### config.mk
export PLATFORM = sky130hd
export DESIGN_NAME = muldiv_unit
export DESIGN_NICKNAME = d
export VERILOG_FILES = /design/src/rtl/muldiv_unit.sv
export SDC_FILE = /design/constraint.sdc
export NUM_CORES = 1
export LEC_CHECK = 0
export CAP_MARGIN = 5
export CORE_UTILIZATION = 54
export CTS_CLUSTER_DIAMETER = 50
export DETAILED_ROUTE_END_ITERATION = 12
export PLACE_DENSITY = 0.89
export SLEW_MARGIN = 25
export SYNTH_ARGS = -nofsm -noshare
export SYNTH_HDL_FRONTEND = slang
export SYNTH_SLANG_ARGS = --single-unit
### constraint.sdc
create_clock -name clk -period 3.5 [get_ports clk]
set_clock_uncertainty 0.1 [all_clocks]
set_input_delay 0.525 -clock clk [delete_from_list [all_inputs] [get_ports clk]]
set_output_delay 0.525 -clock clk [all_outputs]
set_load 0.01 [all_outputs]
### src/rtl/muldiv_unit.sv
// muldiv_unit: sequential 32x32 multiply/divide unit with HI/LO result registers.
// Signed operations run on operand magnitudes through a shared unsigned
// datapath (shift-add multiply, restoring divide). Signs are reapplied when
// the result is committed, so one 32-step engine serves all four operations.
module muldiv_unit (
   input  logic        clk,
   input  logic        rst,
   input  logic [31:0] A,
   input  logic [31:0] B,
   input  logic [2:0]  MDOp,
   input  logic        Start,
   output logic        Busy,
   output logic        Done,
   output logic [31:0] HI,
   output logic [31:0] LO
);

   typedef enum logic [1:0] {
      S_IDLE = 2'd0,
      S_RUN  = 2'd1,
      S_FIN  = 2'd2
   } state_t;

   localparam logic [4:0] LAST_STEP = 5'd31;

   state_t      r_state;
   logic [4:0]  r_cnt;       // step counter, 0..31
   logic        r_div;       // 1 = divide, 0 = multiply
   logic [31:0] r_a;         // original dividend, returned as HI on divide by zero
   logic [31:0] r_m;         // multiplicand magnitude or divisor magnitude
   logic [31:0] r_w_hi;      // partial product high half / partial remainder
   logic [31:0] r_w_lo;      // multiplier / dividend shifting into quotient
   logic        r_neg_res;   // negate product or quotient at commit
   logic        r_neg_rem;   // negate remainder at commit (dividend sign)
   logic        r_bz;        // divisor was zero
   logic [31:0] r_hi;
   logic [31:0] r_lo;
   logic        r_done;

   // Request decode
   logic        w_start_md;
   logic        w_start_mthi;
   logic        w_start_mtlo;
   logic        w_signed;
   logic        w_a_neg;
   logic        w_b_neg;
   logic [31:0] w_a_mag;
   logic [31:0] w_b_mag;

   assign w_start_md   = Start & ~MDOp[2];
   assign w_start_mthi = Start & (MDOp == 3'b100);
   assign w_start_mtlo = Start & (MDOp == 3'b101);
   assign w_signed     = ~MDOp[0];              // MULT and DIV are the signed forms
   assign w_a_neg      = w_signed & A[31];
   assign w_b_neg      = w_signed & B[31];
   assign w_a_mag      = w_a_neg ? (32'd0 - A) : A;
   assign w_b_mag      = w_b_neg ? (32'd0 - B) : B;

   // One multiply step: conditionally add multiplicand, then shift {carry,hi,lo} right
   logic [32:0] w_madd;
   assign w_madd = {1'b0, r_w_hi} + (r_w_lo[0] ? {1'b0, r_m} : 33'd0);

   // One restoring divide step: shift next dividend bit into remainder, trial-subtract
   logic [32:0] w_shift;
   logic        w_ge;
   logic [31:0] w_sub;
   assign w_shift = {r_w_hi, r_w_lo[31]};
   assign w_ge    = (w_shift >= {1'b0, r_m});
   assign w_sub   = w_shift[31:0] - r_m;     // exact when w_ge, since result < divisor

   // Commit values with signs restored
   logic [63:0] w_prod;
   logic [63:0] w_prod_s;
   logic [31:0] w_quot;
   logic [31:0] w_rem;
   assign w_prod   = {r_w_hi, r_w_lo};
   assign w_prod_s = r_neg_res ? (64'd0 - w_prod) : w_prod;
   assign w_quot   = r_neg_res ? (32'd0 - r_w_lo) : r_w_lo;
   assign w_rem    = r_neg_rem ? (32'd0 - r_w_hi) : r_w_hi;

   // Control FSM, datapath registers and HI/LO, all updated on the rising edge
   always_ff @(posedge clk) begin
      if (rst) begin
         r_state   <= S_IDLE;
         r_cnt     <= 5'd0;
         r_div     <= 1'b0;
         r_a       <= 32'd0;
         r_m       <= 32'd0;
         r_w_hi    <= 32'd0;
         r_w_lo    <= 32'd0;
         r_neg_res <= 1'b0;
         r_neg_rem <= 1'b0;
         r_bz      <= 1'b0;
         r_hi      <= 32'd0;
         r_lo      <= 32'd0;
         r_done    <= 1'b0;
      end else begin
         r_done <= 1'b0;
         case (r_state)
            S_IDLE: begin
               if (w_start_md) begin
                  r_state   <= S_RUN;
                  r_cnt     <= 5'd0;
                  r_div     <= MDOp[1];
                  r_a       <= A;
                  r_m       <= MDOp[1] ? w_b_mag : w_a_mag;
                  r_w_lo    <= MDOp[1] ? w_a_mag : w_b_mag;
                  r_w_hi    <= 32'd0;
                  r_neg_res <= w_a_neg ^ w_b_neg;
                  r_neg_rem <= w_a_neg;
                  r_bz      <= (B == 32'd0);
               end else if (w_start_mthi) begin
                  r_hi <= A;
               end else if (w_start_mtlo) begin
                  r_lo <= A;
               end
            end
            S_RUN: begin
               if (r_div) begin
                  r_w_hi <= w_ge ? w_sub : w_shift[31:0];
                  r_w_lo <= {r_w_lo[30:0], w_ge};
               end else begin
                  r_w_hi <= w_madd[32:1];
                  r_w_lo <= {w_madd[0], r_w_lo[31:1]};
               end
               r_cnt <= r_cnt + 5'd1;
               if (r_cnt == LAST_STEP) r_state <= S_FIN;
            end
            S_FIN: begin
               if (!r_div) begin
                  r_hi <= w_prod_s[63:32];
                  r_lo <= w_prod_s[31:0];
               end else if (r_bz) begin
                  r_hi <= r_a;
                  r_lo <= 32'hFFFF_FFFF;
               end else begin
                  r_hi <= w_rem;
                  r_lo <= w_quot;
               end
               r_done  <= 1'b1;
               r_state <= S_IDLE;
            end
            default: r_state <= S_IDLE;
         endcase
      end
   end

   assign Busy = (r_state != S_IDLE);
   assign Done = r_done;
   assign HI   = r_hi;
   assign LO   = r_lo;

endmodule

After elaboration in Yosys (flattened, before gate mapping). Cells that the tools add are included.

Bits in registers: 204. Bits of input ports: 70. Output and inout port bits: 66. Logic and storage cells: 83.

Add/subtract/negate cells: 8. Order comparisons: 1. Equal/unequal tests: 11. Muxes and demuxes: 32. Bitwise operators: 8. Reduce and logical (&&, ||, !) cells: 10.

Operator list (count): 32-bit 2-to-1 mux (21); 32-bit one-hot mux with 2 select lines (4); 1-bit by 32-bit subtractor with 32-bit output, first input constant (4); 64-bit 2-to-1 mux (1); 1-bit by 64-bit subtractor with 64-bit output, first input constant (1); 32-bit by 32-bit adder with 33-bit output (1); 33-bit by 32-bit >= comparator with 1-bit output (1); 32-bit logical NOT (1); 32-bit subtractor (1); 2-bit inequality test, second input constant (6); 5-bit one-hot mux with 2 select lines (1); 3-bit == test, second input constant (2); 2-bit AND reduction (3); 2-bit nonzero test (3); 5-bit by 1-bit adder with 5-bit output, second input constant (1); 1-bit AND (5); 5-bit == test, second input constant (1); 5-bit 2-to-1 mux (1); 2-bit 2-to-1 mux (2); 2-bit one-hot mux with 2 select lines (1); 4-bit AND reduction (1); 3-bit AND reduction (1); 2-bit by 1-bit == test with 1-bit output, second input constant (1); 2-bit == test, second input constant (1); other kinds (4) (5).

Longest topological paths before layout. Gate-level depths: netlist of the first run.

Depth after elaboration: 6. Mapped depth: 14.

Worst setup path before layout of the first run. Ideal clock, no wire load.

Kind: reg2reg. Start: register r_w_lo[0]. End: register r_w_hi[30]. Setup time: 0.095 ns. Data arrival time: 3.149 ns. Data required time: 3.305 ns. Slack: 0.156 ns. Stages on the path, launching flop included: 14. Path buffers: 1. Period minus slack after synthesis: 3.344 ns. Cells stage by stage: dfxtp_1 -> inv_1 -> clkbuf_1 -> nor2_1 -> ha_1 -> nand3_1 -> a211oi_1 -> o21ai_0 -> a2111oi_0 -> o21ai_0 -> a21o_1 -> a21oi_1 -> mux2_2 -> a221oi_1.

Longest elaborated chain between the ends: 4.

RTL lines: start, declared (RTL line 32) `logic [31:0] r_w_lo;`; start signal, assigned (RTL line 107) `r_w_lo <= MDOp[1] ? w_a_mag : w_b_mag;`; start signal, assigned (RTL line 121) `r_w_lo <= {r_w_lo[30:0], w_ge};`; start signal, assigned (RTL line 124) `r_w_lo <= {w_madd[0], r_w_lo[31:1]};`; 32-bit 2-to-1 mux (RTL line 61) `assign w_madd = {1'b0, r_w_hi} + (r_w_lo[0] ? {1'b0, r_m} : 33'd0);`; 32-bit by 32-bit adder with 33-bit output (RTL line 61); 32-bit 2-to-1 mux (RTL line 119) `if (r_div) begin`; 32-bit one-hot mux with 2 select lines (RTL line 99) `case (r_state)`; end signal, assigned (RTL line 120) `r_w_hi <= w_ge ? w_sub : w_shift[31:0];`; end signal, assigned (RTL line 123) `r_w_hi <= w_madd[32:1];`; end, declared (RTL line 31) `logic [31:0] r_w_hi;`.

No other way between the ends. A chain may end at the register's enable or synchronous reset.

Worst setup path in the final report of the first run.
Start: register r_w_lo[31]. End: register r_hi[15], in the netlist HI[15].

Longest elaborated chain between the ends: 4.

RTL lines: 1-bit by 64-bit subtractor with 64-bit output (RTL line 77) `assign w_prod_s = r_neg_res ? (64'd0 - w_prod) : w_prod;`; 64-bit 2-to-1 mux (RTL line 77); 32-bit 2-to-1 mux (RTL line 130) `if (!r_div) begin`; 32-bit one-hot mux with 2 select lines (RTL line 99); end signal, assigned (RTL line 131) `r_hi <= w_prod_s[63:32];`; end signal, assigned (RTL line 134) `r_hi <= r_a;`; end signal, assigned (RTL line 137) `r_hi <= w_rem;`; end, declared (RTL line 36) `logic [31:0] r_hi;`.

No other way between the ends.

==> flow_summary.yaml, run 1 <==
clocking:
  numCtsBuffers: 27
  cts_tree: "yes"
  path_clk_slew_ns: 0.06
  root_buffer: "clkbuf_16"
  clk_latency_ns: 0.57
  cts_max_level: 1
  cts_max_path_buffers: 3
  clock-sinks: 204
yosys:
  synth_area_leaders: "dfxtp_1 24%, a21oi_1 7.0%, xnor2_1 6.6%"
  yosysTopAreaCellShare: 0.2449
  synthDistinctLibCells: 81
  synth.cell_area_um2: 16670
  synth_edf_count: 0
  synth_top_area_cell: "dfxtp_1"
  yosys_warnings: 0
  synth-main-ff-cell: "dfxtp_1"
  ys_ff_latch: 204
  synth_nets: 2403
  syn_inst: 2261
  ys_seq_area_frac: 0.2449
  ys_async_sr_fraction: 0
  avgSynthCellArea_um2: 7.375
worst_setup_path:
  critPathCaptureType: "register"
  crit_cells: 10
  start_kind: "register"
  critPathTopFamily: "simple AND/OR/NAND/NOR gates"
  crit_start: "r_w_lo[31]$_SDFFE_PP0P_"
  critical-path-max-stage-delay_ns: 0.89
  r2r_cells: 10
  worstPathCellList: "buf_4, nor4_1, nand2_1, o31ai_1, or4b_4, nand2_1, xor2_1, nor2_1, a211oi_1, nor3_1"
  required_ns: 3.81
  r2r-start: "r_w_lo[31]$_SDFFE_PP0P_"
  cp_common_cell: "nand2_1"
  critPathArrivalTime_ns: 3.82
  crit_type: "register to register"
  path_buf_inv: 1
  path_max_fanout: 4
  critPathSlowestCell: "nor4_1"
power_and_ir_drop:
  vdd_drop_max_mv: 0.3994
  swShare: 0.3539
  p_leak_nw: 7.767
  p_int_mw: 4.827
  switching_power_mw: 2.643
  power.share.clock: 0.362
  powerDensity_nw_per_um2: 371.9
  power_mw: 7.470
  pwr-share-seq: 0.339
  pwr-share-comb: 0.299
timing:
  setup-violations-final: 1
  hold_viol: 0
  clock.fmax_ghz: 0.2844
  worst_slew_pin_slew_ns: 1.042
  setup_ws_ns: -0.01589
  maxSlewHeadroom: 0.2992
  fin_tns_setup_ns: -0.01589
  finalMaxSlewViolations: 0
  min_period_ns: 3.516
  post-route-period-util: 1.005
finish:
  mostFrequentLayoutCells: "284 x nand2_1, 229 x a21oi_1, 208 x nor2_1, 201 x dfxtp_1, 185 x buf_4"
  layout_commonest_cell: "nand2_1"
  design_area_um2: 20090
  final_nets: 2573
  drive_gt1_frac: 0.1196
  final_cells: 2841
  syn_to_final_growth_pct: 20.46
  fillers: 2547
global_routing:
  grt_max_degree: 77
  grt_pass1_wl_um: 101100
  antenna_found_initial: 3
  grt_pass1_vias: 17710
  grtUsageTotal: 0.4159
  grt-ovfl-total: 0
route:
  wire_per_inst_um: 23.63
  drt_first_pass_iters: 7
  initialDrtViolationCount: 2839
  vias_per_cell: 6.726
  ant_nets: 0
  drt_drc_violations_left: 0
  drt-total-wl_um: 67140
  vias: 19110
min_path:
  worstHoldPathCells: 2
  hold_class: "register to register"
  holdCritStartpoint: "r_m[9]$_SDFFE_PP0P_"
die:
  die_w_um: 177.7
  die_h_um: 177.7
  core.rowCount: 63
  start_util: 0.5552
  die-area_um2: 31590
  io_pins: 136
  core_area_um2: 30030
placed_design:
  place.detailed.hpwl_um: 50290
  dp_slack_ns: -0.2720
  place_area_um2: 19130
  gp_congestion: 1.045
  placed_cells: 2787
  io_buffers: 135
outcome:
  violations: "setup timing"
  status: "finished with violations"
flow_run:
  max-cap-violations: 0
## per-stage QoR
stage                     utilization  hold WS, ns
after detailed placement       0.6369       0.3434
after floorplan                     -       0.3287
after CTS                      0.6661       0.3306
after global placement         0.6369       0.3384
final                          0.6688       0.3536
after global routing           0.6688       0.3512
## worst reg2reg max path, cell delays in order, from the launching register on
cell and delay (ns):
dfxtp_1 0.32, buf_4 0.16, nor4_1 0.89, nand2_1 0.27
o31ai_1 0.30, or4b_4 0.56, nand2_1 0.11, xor2_1 0.16
nor2_1 0.06, a211oi_1 0.34, nor3_1 0.10
## state kept, by name, indices dropped and copies added, names as in the netlist, 2 cells and up
register  cells
HI           32
LO           32
r_a          32
r_m          32
r_w_hi       32
r_w_lo       32
r_cnt         5
r_state       2
## what timing repair did
action / in CTS / in global routing
hold buffers: 0 / 0
endpoints found under the setup margin: 2 / 13
hold endpoints to repair: 0 / 0
buffers inserted: 0 / 5
resized for setup: 4 / 13
pin swaps: 0 / 3
## layer usage
layer	GRT usage	up-vias	share of wire
met2	0.6344	1323	0.43
met3	0.1174	316	0.13
met5	0	-	0
met4	0.2443	0	0.069
li1	-	8545	-
met1	0.5202	8924	0.37
## final cells by class
type	count	area, um2	area share
multi-input cells	1809	11580	0.5763
flip-flops and latches	204	4088	0.2035
repair buffers	324	2825	0.1407
clock buffers	34	742.0	0.03694
well taps	390	488.0	0.02429
inverters	65	244.0	0.01215
clock inverters	14	121.4	0.006042
diodes	1	2.502	0.0001246
## worst paths after layout
path	end	slack (ns)
min reg2reg	r_m[9]$_SDFFE_PP0P_	0.35
max reg2reg	HI[15]$_SDFFE_PP0P_	-0.02
min	r_m[9]$_SDFFE_PP0P_	0.35
max	HI[15]$_SDFFE_PP0P_	-0.02
## kinds of logic (layout without fill, tap and decap cells)
family	count (synthesis)	in the layout	synth area share
other	0	1	0
buffers and inverters	248	437	0.06641
AO/OA/AOI/OAI	761	761	0.2967
multiplexers	50	50	0.03046
flip-flops	204	204	0.2449
AND/OR/NAND/NOR	726	726	0.2015
XOR/XNOR	200	200	0.1050
adder cells (fa/ha/maj)	72	72	0.05493
## power groups by stage
stage | sequential (mW) | clock, mW | combinational [mW]
finish | 2.53 | 2.70 | 2.24
global route | 2.54 | 2.79 | 2.36
CTS | 2.53 | 2.70 | 2.11
detailed placement | 2.58 | 0 | 2.09
global placement | 2.57 | 0 | 2.06
floorplan | 2.54 | 0 | 1.33
## cell usage after synthesis, types with 13 or more instances
master	instances
nand2_1	284
a21oi_1	232
nor2_1	210
dfxtp_1	204
clkbuf_1	143
o21ai_0	142
xnor2_1	126
a211oi_1	77
xor2_1	74
ha_1	70
inv_1	64
o221ai_1	54
mux2i_1	44
o211ai_1	44
a21o_1	39
nor3_1	37
o31ai_1	37
or3_1	31
nand3_1	25
nand2b_1	19
a22oi_1	16
nand4_1	15
nor2b_1	15
nor4_1	14
o41ai_1	14
or4_1	13
Note: power is estimated with default switching activity, not from simulation.
==> run 2, diff against run 1 <==
--- a/config.mk
+++ b/config.mk
@@ -10,6 +10,7 @@
 export CTS_CLUSTER_DIAMETER = 50
 export DETAILED_ROUTE_END_ITERATION = 12
 export PLACE_DENSITY = 0.89
+export REMOVE_ABC_BUFFERS = 1
 export SLEW_MARGIN = 25
 export SYNTH_ARGS = -nofsm -noshare
 export SYNTH_HDL_FRONTEND = slang
==> run 2 against run 1 <==
The flow now finishes without violations. Sequential cell count did not move. Hold slack worse by 0.067 ns. First-iteration DRC count rose by 0.11%. Sequential power about the same. Fmax up 3.6%. Register-to-register slack improved by 0.12 ns. Via count about the same. Combinational power shrank 4%. Design area increased by 0.11%. Global-route usage shrank 1.3 points. Routed wire length shrank 2.9%. Critical endpoint is now r_w_hi[31]$_SDFFE_PP0P_. Largest power group unchanged. Highest routed layer unchanged.
==> flow_summary.yaml, run 2 (same netlist as run 1, synthesis figures left out) <==
timing:
  post-route-period-util: 0.9696
  finalMaxSlewViolations: 0
  setup_ws_ns: 0.1066
  min_period_ns: 3.393
  hold_ws_ns: 0.2861
  rsz0062_at_grt: "no"
  worst_slew_pin_slew_ns: 0.8808
  maxSlewHeadroom: 0.4106
  hold_viol: 0
  setup-violations-final: 0
  clock.fmax_ghz: 0.2947
placed_design:
  place.detailed.hpwl_um: 47300
  dp_slack_ns: -0.08645
  io_buffers: 135
  gp_congestion: 1.048
  place_area_um2: 18980
route:
  drt_drc_violations_left: 0
  initialDrtViolationCount: 2842
  vias_per_cell: 6.763
  vias: 19110
  drt_first_pass_iters: 8
  wire_per_inst_um: 23.07
  drt-total-wl_um: 65190
  ant_nets: 0
finish:
  syn_to_final_growth_pct: 20.60
  final_nets: 2556
  drive_gt1_frac: 0.1158
  mostFrequentLayoutCells: "284 x nand2_1, 230 x a21oi_1, 208 x nor2_1, 201 x dfxtp_1, 169 x buf_4"
  n_antenna_cell: 0
  design_area_um2: 20110
  layout_commonest_cell: "nand2_1"
global_routing:
  grt_max_degree: 92
  grt-ovfl-total: 0
  grt_pass1_wl_um: 99440
  grt_pass1_vias: 17800
  antenna_found_initial: 0
  grtUsageTotal: 0.4028
clocking:
  path_clk_slew_ns: 0.06
  clk_latency_ns: 0.57
  cts_max_level: 1
  numCtsBuffers: 29
  cts_max_path_buffers: 3
  root_buffer: "clkbuf_16"
  clock-sinks: 204
  cts_tree: "yes"
  post-cts-setup-buffers: 0
die:
  start_util: 0.5552
  core_area_um2: 30030
  core.rowCount: 63
  die_h_um: 177.7
  io_pins: 136
  die-area_um2: 31590
  die_w_um: 177.7
worst_setup_path:
  path_max_fanout: 3
  r2r_cells: 13
  critPathArrivalTime_ns: 3.78
  crit_type: "register to register"
  required_ns: 3.89
  critPathCaptureType: "register"
  start_kind: "register"
power_and_ir_drop:
  power_mw: 7.919
  vdd_drop_max_mv: 0.3917
  powerDensity_nw_per_um2: 393.8
  p_leak_nw: 7.730
min_path:
  hold_class: "input port to register"
  worstHoldPathCells: 3
outcome:
  status: "finished, final reports clean"
flow_run:
  max-cap-violations: 0
-- run 2: cell count changes in the layout (fill, tap and decap cells not counted), sizes merged --
cell | previous run | this run
a21oi | 232 | 233
buf | 191 | 171
bufinv | 0 | 6
clkbuf | 34 | 32
clkinv | 5 | 9
clkinvlp | 4 | 2
diode | 1 | 0
inv | 70 | 69
-- run 2: through the flow --
| step | TNS [ns] | std cells | util |
|---|---|---|---|
| after CTS | 0 | 2825 | 0.6668 |
| final | 0 | 2826 | 0.6696 |
| after floorplan | -275.34 | 2078 | - |
| after global routing | 0 | 2826 | 0.6696 |
| after detailed placement | -0.1573 | 2772 | 0.6320 |
| after global placement | -0.05849 | 2772 | 0.6318 |
-- run 2: worst max-delay path, cell delays in order (launching register included) --
cell,delay (ns)
dfxtp_1,0.41
and2_1,0.16
ha_1,0.18
inv_1,0.06
fa_1,0.39
nand2b_1,0.18
a21oi_1,0.20
o211ai_1,0.22
a21o_1,0.26
a22o_1,0.31
o31ai_2,0.27
nor4b_2,0.27
o221ai_1,0.14
o21ai_0,0.16
-- run 2: routing by layer --
layer  share of wire  global-route usage  vias up  routed length (um)
met3            0.11             0.08162      333                7352
met4           0.079              0.2710        0                5140
met1            0.39              0.5208     8888               25300
met5               0                   0        -                   0
met2            0.42              0.6024     1357               27400
li1                -                   -     8534                   -
-- run 2: power breakdown --
part           total [mW]  internal [mW]  switching (mW)  leakage (nW)
Clock                3.23           2.00            1.23         0.510
Combinational        2.14          0.834            1.30          5.56
Sequential           2.56           2.43           0.130          1.66
-- run 2: layout make-up --
class,count,area [um2]
fill,2498,9923
inverter,65,246.5
clock buffer,32,747.0
clock inverter,21,299.0
timing repair buffer,304,2625
tap,390,488.0
sequential,204,4090
multi-input combinational,1810,11610
-- run 2: path summary, 6_finish.rpt --
kind / start / end / slack, ns
max reg2reg: r_w_lo[0]$_SDFFE_PP0P_ / r_w_hi[31]$_SDFFE_PP0P_ / 0.11
min: MDOp[1] / r_m[16]$_SDFFE_PP0P_ / 0.29
max: r_w_lo[0]$_SDFFE_PP0P_ / r_w_hi[31]$_SDFFE_PP0P_ / 0.11
min reg2reg: LO[9]$_SDFFE_PP0P_ / LO[9]$_SDFFE_PP0P_ / 0.35
-- run 2: timing repair --
action | in CTS | in global routing
hold endpoints to repair | 0 | 0
pin swaps | 0 | 2
endpoints found under the setup margin | 2 | 25
gates cloned | 0 | 1
hold buffers | 0 | 0
resized for setup | 1 | 17
